### src/rtl/io_arbiter_pkg.sv
// Shared definitions for the two-master IO arbiter.
// Holds the arbiter FSM state encoding and the default bus widths.
// No logic lives here; it is imported by io_arbiter.
package io_arbiter_pkg;

  localparam int ADDR_W_DEF = 8;
  localparam int DATA_W_DEF = 32;

  typedef enum logic [1:0] {
    ST_IDLE   = 2'd0,
    ST_ACCESS = 2'd1,
    ST_RESP   = 2'd2
  } state_t;

endpackage

### src/rtl/io_arbiter_rr_arb2.sv
// Two-way round-robin winner select, purely combinational.
// Ports: req[1:0] request vector, last = index granted most recently,
//        grant = winning index (0 when nothing is requested).
module rr_arb2 (
  input  logic [1:0] req,
  input  logic       last,
  output logic       grant
);

  always_comb begin
    grant = 1'b0;
    case (req)
      2'b01:   grant = 1'b0;
      2'b10:   grant = 1'b1;
      // Contention: the master that did not win last time goes first.
      2'b11:   grant = ~last;
      default: grant = 1'b0;
    endcase
  end

endmodule

### src/rtl/io_arbiter.sv
// Arbitrates a CPU master (m0) and a debug master (m1) onto one IO bus.
// Ports: m*_req/we/addr/wdata in, m*_ack/rdata out, io_* slave bus,
//        cnt_m0/cnt_m1 completed-transaction counters.
// Latency: grant in IDLE, one ACCESS strobe cycle, one RESP ack cycle.
module io_arbiter
  import io_arbiter_pkg::*;
#(
  parameter int ADDR_W = ADDR_W_DEF,
  parameter int DATA_W = DATA_W_DEF
) (
  input  logic              clk,
  input  logic              rst,
  input  logic              m0_req,
  input  logic              m0_we,
  input  logic [ADDR_W-1:0] m0_addr,
  input  logic [DATA_W-1:0] m0_wdata,
  output logic              m0_ack,
  output logic [DATA_W-1:0] m0_rdata,
  input  logic              m1_req,
  input  logic              m1_we,
  input  logic [ADDR_W-1:0] m1_addr,
  input  logic [DATA_W-1:0] m1_wdata,
  output logic              m1_ack,
  output logic [DATA_W-1:0] m1_rdata,
  output logic [ADDR_W-1:0] io_addr,
  output logic [DATA_W-1:0] io_dout,
  output logic              io_we,
  output logic              io_rd,
  input  logic [DATA_W-1:0] io_din,
  output logic [31:0]       cnt_m0,
  output logic [31:0]       cnt_m1
);

  state_t              state_q, state_d;
  logic                win_q;
  logic                we_q;
  logic [ADDR_W-1:0]   addr_q;
  logic [DATA_W-1:0]   wdata_q;
  logic                last_q;
  logic                grant;
  logic                any_req;

  assign any_req = m0_req | m1_req;

  rr_arb2 u_rr_arb2 (
    .req   ({m1_req, m0_req}),
    .last  (last_q),
    .grant (grant)
  );

  always_ff @(posedge clk) begin
    if (rst) state_q <= ST_IDLE;
    else     state_q <= state_d;
  end

  always_comb begin
    state_d = state_q;
    m0_ack  = 1'b0;
    m1_ack  = 1'b0;
    io_we   = 1'b0;
    io_rd   = 1'b0;
    io_addr = '0;
    io_dout = '0;
    case (state_q)
      ST_IDLE: begin
        if (any_req) state_d = ST_ACCESS;
      end
      ST_ACCESS: begin
        io_we   = we_q;
        io_rd   = ~we_q;
        io_addr = addr_q;
        io_dout = wdata_q;
        state_d = ST_RESP;
      end
      ST_RESP: begin
        m0_ack  = ~win_q;
        m1_ack  = win_q;
        state_d = ST_IDLE;
      end
      default: state_d = ST_IDLE;
    endcase
  end

  // Transaction capture: only the values seen at grant time are used, so
  // a master wiggling its bus after the grant cannot disturb the access.
  // last_q resets to 1 so that the first contention goes to m0.
  always_ff @(posedge clk) begin
    if (rst) begin
      win_q   <= 1'b0;
      we_q    <= 1'b0;
      addr_q  <= '0;
      wdata_q <= '0;
      last_q  <= 1'b1;
    end else if (state_q == ST_IDLE && any_req) begin
      win_q   <= grant;
      last_q  <= grant;
      we_q    <= grant ? m1_we    : m0_we;
      addr_q  <= grant ? m1_addr  : m0_addr;
      wdata_q <= grant ? m1_wdata : m0_wdata;
    end
  end

  // Read data is captured at the end of ACCESS and held afterwards;
  // writes clear the winner's rdata so stale read data is never presented.
  always_ff @(posedge clk) begin
    if (rst) begin
      m0_rdata <= '0;
      m1_rdata <= '0;
    end else if (state_q == ST_ACCESS) begin
      if (win_q) m1_rdata <= we_q ? '0 : io_din;
      else       m0_rdata <= we_q ? '0 : io_din;
    end
  end

  // Counters step on the ack cycle; reset has priority so an aborted
  // transaction is never counted.
  always_ff @(posedge clk) begin
    if (rst) begin
      cnt_m0 <= '0;
      cnt_m1 <= '0;
    end else if (state_q == ST_RESP) begin
      if (win_q) cnt_m1 <= cnt_m1 + 32'd1;
      else       cnt_m0 <= cnt_m0 + 32'd1;
    end
  end

endmodule

### config.mk
export PLATFORM = sky130hd
export DESIGN_NAME = io_arbiter
export DESIGN_NICKNAME = d
export VERILOG_FILES = /design/src/rtl/io_arbiter_pkg.sv /design/src/rtl/io_arbiter_rr_arb2.sv /design/src/rtl/io_arbiter.sv
export SDC_FILE = /design/constraint.sdc
export NUM_CORES = 1
export LEC_CHECK = 0
export CAP_MARGIN = 20
export CORE_MARGIN = 1.5
export CORE_UTILIZATION = 43
export CTS_CLUSTER_SIZE = 28
export DETAILED_ROUTE_END_ITERATION = 8
export MAX_ROUTING_LAYER = met4
export PLACE_DENSITY = 0.79
export SYNTH_ARGS = -nofsm -noshare
export SYNTH_HDL_FRONTEND = slang
export SYNTH_SLANG_ARGS = --single-unit
### constraint.sdc
create_clock -name clk -period 2.7 [get_ports clk]
set_clock_uncertainty 0.2 [all_clocks]
set_input_delay 0.54 -clock clk [delete_from_list [all_inputs] [get_ports clk]]
set_output_delay 0.54 -clock clk [all_outputs]
set_load 0.1 [all_outputs]
---- Word level (Yosys, flattened, before mapping) ----
Index checks and enable logic that the tools add are counted.
word-level totals
  bits in registers ....................... 173
  word-level logic and storage cells ...... 40
  output and inout port bits .............. 172
operators by class
  add/sub/neg operators ................... 2
  eq/ne operators ......................... 5
  muxes and demuxes ....................... 13
  reduce and logical (&&, ||, !) cells .... 6
  bitwise logic cells ..................... 4
operators with widths
  operator               number
  $mux 32                3
  $add 32x1->32 const B  2
  $mux 8                 2
  $reduce_and 2->1       4
  $eq 2x2->1 const B     3
  $mux 1                 5
  $pmux 2 s2             1
  $not 1->1              3
  $eq 2x1->1 const B     1
  $logic_not 2->1        1
  $mux 2                 1
  $ne 2x2->1 const B     1
  $pmux 1 s2             1
  $logic_and 1x1->1      1
  $or 1x1->1             1

---- Longest topological paths before layout ----
  depth in word-level cells ............... 3
  gate-level depth with buffers ........... 7

---- By module ----
From an unflattened synthesis, not the netlist that was laid out.
second synthesis, totals
  cells, all modules ...................... 920
  area, all modules ....................... 7617.3 µm²
by module, submodules not included
  module      area each (µm²)  times used  cells each  seq. area each (µm²)
  io_arbiter  7606.0           1           919         3463.3
  rr_arb2     11.3             1           1           0.0

---- Least setup slack after synthesis ----
Ideal clock, no wire load.
  path kind ............................... register -> register
  from .................................... register state_q[1]
  to ...................................... register cnt_m0[2]
  cell stages (with the launch flop) ...... 5
  clock period less this slack ............ 3724 ps
  setup slack ............................. -1024 ps
  arrival ................................. 3457 ps
  buffers on the path ..................... 0
  cell sequence ........................... dfxtp_1 > nor3b_1 > nand2_1 > xor2_1 > nor2_1
on the way
  word-level cells in the longest chain between the ends .. 2
RTL lines
  what                        RTL line           source
  from (decl)                 io_arbiter.sv:34   state_t state_q, state_d;
  from (signal assigned)      io_arbiter.sv:53   else state_q <= state_d;
  $eq 2x2->1                  io_arbiter.sv:121  end else if (state_q == ST_RESP) begin
  $reduce_and 2->1 (no line)  --
  to (signal assigned)        io_arbiter.sv:123  else cnt_m0 <= cnt_m0 + 32'd1;
  to (decl)                   io_arbiter.sv:30   output logic [31:0] cnt_m0,
No other way between the ends.
A chain may end at the register's enable or synchronous reset.

---- Worst setup path in the final report ----
  from .................................... register state_q[0]
  to ...................................... output port io_addr[0]
on the way
  word-level cells in the longest chain between the ends .. 2
RTL lines
  what        RTL line          source
  $eq 2x1->1  io_arbiter.sv:64  case (state_q)
  $mux 8      io_arbiter.sv:64
  to (decl)   io_arbiter.sv:25  output logic [ADDR_W-1:0] io_addr,
No other way between the ends.

==> flow_summary.yaml <==
finish:
  regArea_um2: 3460
  fin_util: 0.661
  drive_gt1_frac: 0.204
  fin_nets: 1286
  num_antenna_cells: 0
  num-fill-cells: 1421
  multi_input_area_um2: 3850
  syn_to_final_growth_pct: 50.6
worst_setup_path:
  path_max_fanout: 25
  cp.arrival_ns: 1.76
  startpoint_type: "flip-flop"
  critPathKind: "flip-flop to output pin"
  crit_slowest_cell: "dfxtp_1"
  crit_required_ns: 1.96
  critical_path.max_stage_delay_ns: 0.44
  crit_start: "state_q[0]"
  crit_chain: "nor2b_2 -> buf_4 -> and2_1 -> buf_12"
  worstReg2RegStart: "cnt_m0[6]"
  end_kind: "output pin"
grt:
  overflow: 0
  grt-busiest-layer: "met2"
  grt.total_usage: 0.240
  grt_first_pass_wirelength_um: 33800
  grt_pass1_vias: 6726
  use_met3: 0.0737
  use_met1: 0.272
  grt_max_degree: 87
  use_met2: 0.402
  antenna_found_initial: 0
sta:
  report.final.slew_viol_count: 0
  rsz0062_at_grt: "no"
  final-setup-viol-count: 0
  fmax_ghz: 0.400
  final-hold-violation-count: 0
  max-slew-margin-rel: 0.570
  setup_tns_ns: 0
  period_share: 0.925
  fin_crit_ns: 2.50
  worst_pin_slew_ns: 0.640
clocking:
  cts_tree: "yes"
  cts_buffers: 17
  clkLatencyLatePin_ns: 0.42
  hold_buffers: 0
  cts.sinks: 173
  postCtsSetupBuffers: 0
  clk_pin_slew_ns: 0.06
  cts_buffer_depth: 2
  cts.repair.resized: 0
  root_buffer: "clkbuf_16"
  htreeDepth: 4
floorplan:
  fp.dieArea_um2: 18400
  rows: 48
  core_um2: 17200
  die_width_um: 136
  fp.dieH_um: 136
  start_util: 0.439
  io_pins: 290
placed_design:
  dp_hpwl_um: 15800
  gp_congestion: 0.861
  port-buffer-count: 289
synthesis:
  synth_ff_type: "dfxtp_1"
  ys_warn_count: 0
  synth_top_cells_by_area: "dfxtp_1 (46%), nand2_1 (7.4%), nor2_1 (5.9%), mux2i_1 (5.6%), a21oi_1 (4.6%)"
  yosysTopAreaCell: "dfxtp_1"
  synth_common_cells: "dfxtp_1 (173), nand2_1 (149), nor2_1 (118)"
  postSynth.asyncResetShare: 0
  ys_ff_latch: 173
  synth_area_um2: 7570
  synth_edf_count: 0
  syn_inst: 900
  seq_area_frac_synth: 0.458
  avgSynthCellArea_um2: 8.41
  synth_nets: 1020
  synth_top_area_share: 0.458
  synth.distinct_cells: 42
  synth.most_common_cell: "dfxtp_1"
power:
  vdd_ir_drop_max_uv: 444
  leakage_nw: 4.53
  powerDensity_nw_per_um2: 573
routing:
  vias_per_cell: 5.03
  drt_wl_total_um: 21600
  vias: 7069
  ant_nets: 0
  wire_per_inst_um: 15.4
  drc: 0
  firstDrtPassIters: 5
  drt_iter0_drc: 294
status:
  outcome: "completed"
job:
  max_cap_viol_count: 0
worst_hold_path:
  min_from: "m0_rdata[31]"
  hp-class: "flip-flop to flip-flop"
cells by family (layout without fill, tap and decap cells):
family          Yosys count  in the layout  share of synthesized area
simple gates            440            440                      0.287
flops                   173            173                      0.458
compound gates          117            117                     0.0921
buf+inv                  68            347                     0.0364
xor+xnor                 56             56                     0.0648
mux                      44             44                     0.0585
fa+ha+maj                 2              2                    0.00331
worst paths after layout:
path	to	slack [ns]	cells after the start
worst min register to register	m0_rdata[31]	0.26	2
worst max register to register	cnt_m0[31]	0.59	5
worst min-delay path	m0_rdata[31]	0.26	2
worst max-delay path	io_addr[0]	0.20	4
per-stage QoR:
stage	worst slack (ns)	area, um^2	hold WS (ns)	power [W]	instances
3_5_place_dp	0.387	10800	0.249	0.00415	1372
6_report	0.203	11400	0.256	0.00653	1404
5_1_grt	0.0751	11400	0.273	0.00677	1404
2_1_floorplan	0.0466	7570	0.230	0.00365	900
3_3_place_gp	0.459	10800	0.242	0.00413	1372
4_1_cts	0.132	11400	0.257	0.00659	1404
cell usage in the layout (no fill, tap or decap), types with 35 or more instances in the layout:
cell type        instances
a21oi_1                 69
xor2_1                  35
nand2_1                149
a211oi_1                41
mux2i_1                 42
dfxtp_1                173
buf_4                  143
clkdlybuf4s50_1        116
buf_12                  47
and2_1                  50
nor2_1                 117
power breakdown:
part	switching, W	internal [W]	leakage [nW]
registers	0.0000627	0.00267	1.41
clock network	0.00103	0.00142	0.278
logic	0.000867	0.000493	2.85
total	0.00196	0.00457	4.53
area by class of cell:
class / count / share of cell area
multi-input combinational: 659 / 0.338
sequential: 173 / 0.304
timing repair buffer: 306 / 0.279
clock buffer: 19 / 0.0397
tap: 225 / 0.0247
clock inverter: 13 / 0.0122
inverter: 9 / 0.00296
routing by layer:
layer  part of all wire  vias to the layer above
li1                   -                     3546
met1               0.40                     3253
met2               0.50                      243
met3              0.079                       27
met4              0.018                        0
met5                  0                        -
critical path: cells and delay by family (launching register included):
family	cells	cell delay, ns
simple gates	2	0.46
buf+inv	2	0.44
flops	1	0.44
state kept, by name, summed over array words and instances, names as in the netlist:
name and cells:
addr_q 8, cnt_m0 32, cnt_m1 32, last_q 1
m0_rdata 32, m1_rdata 32, state_q 2, wdata_q 32
we_q 1, win_q 1
(Power assumes the default switching activity.)
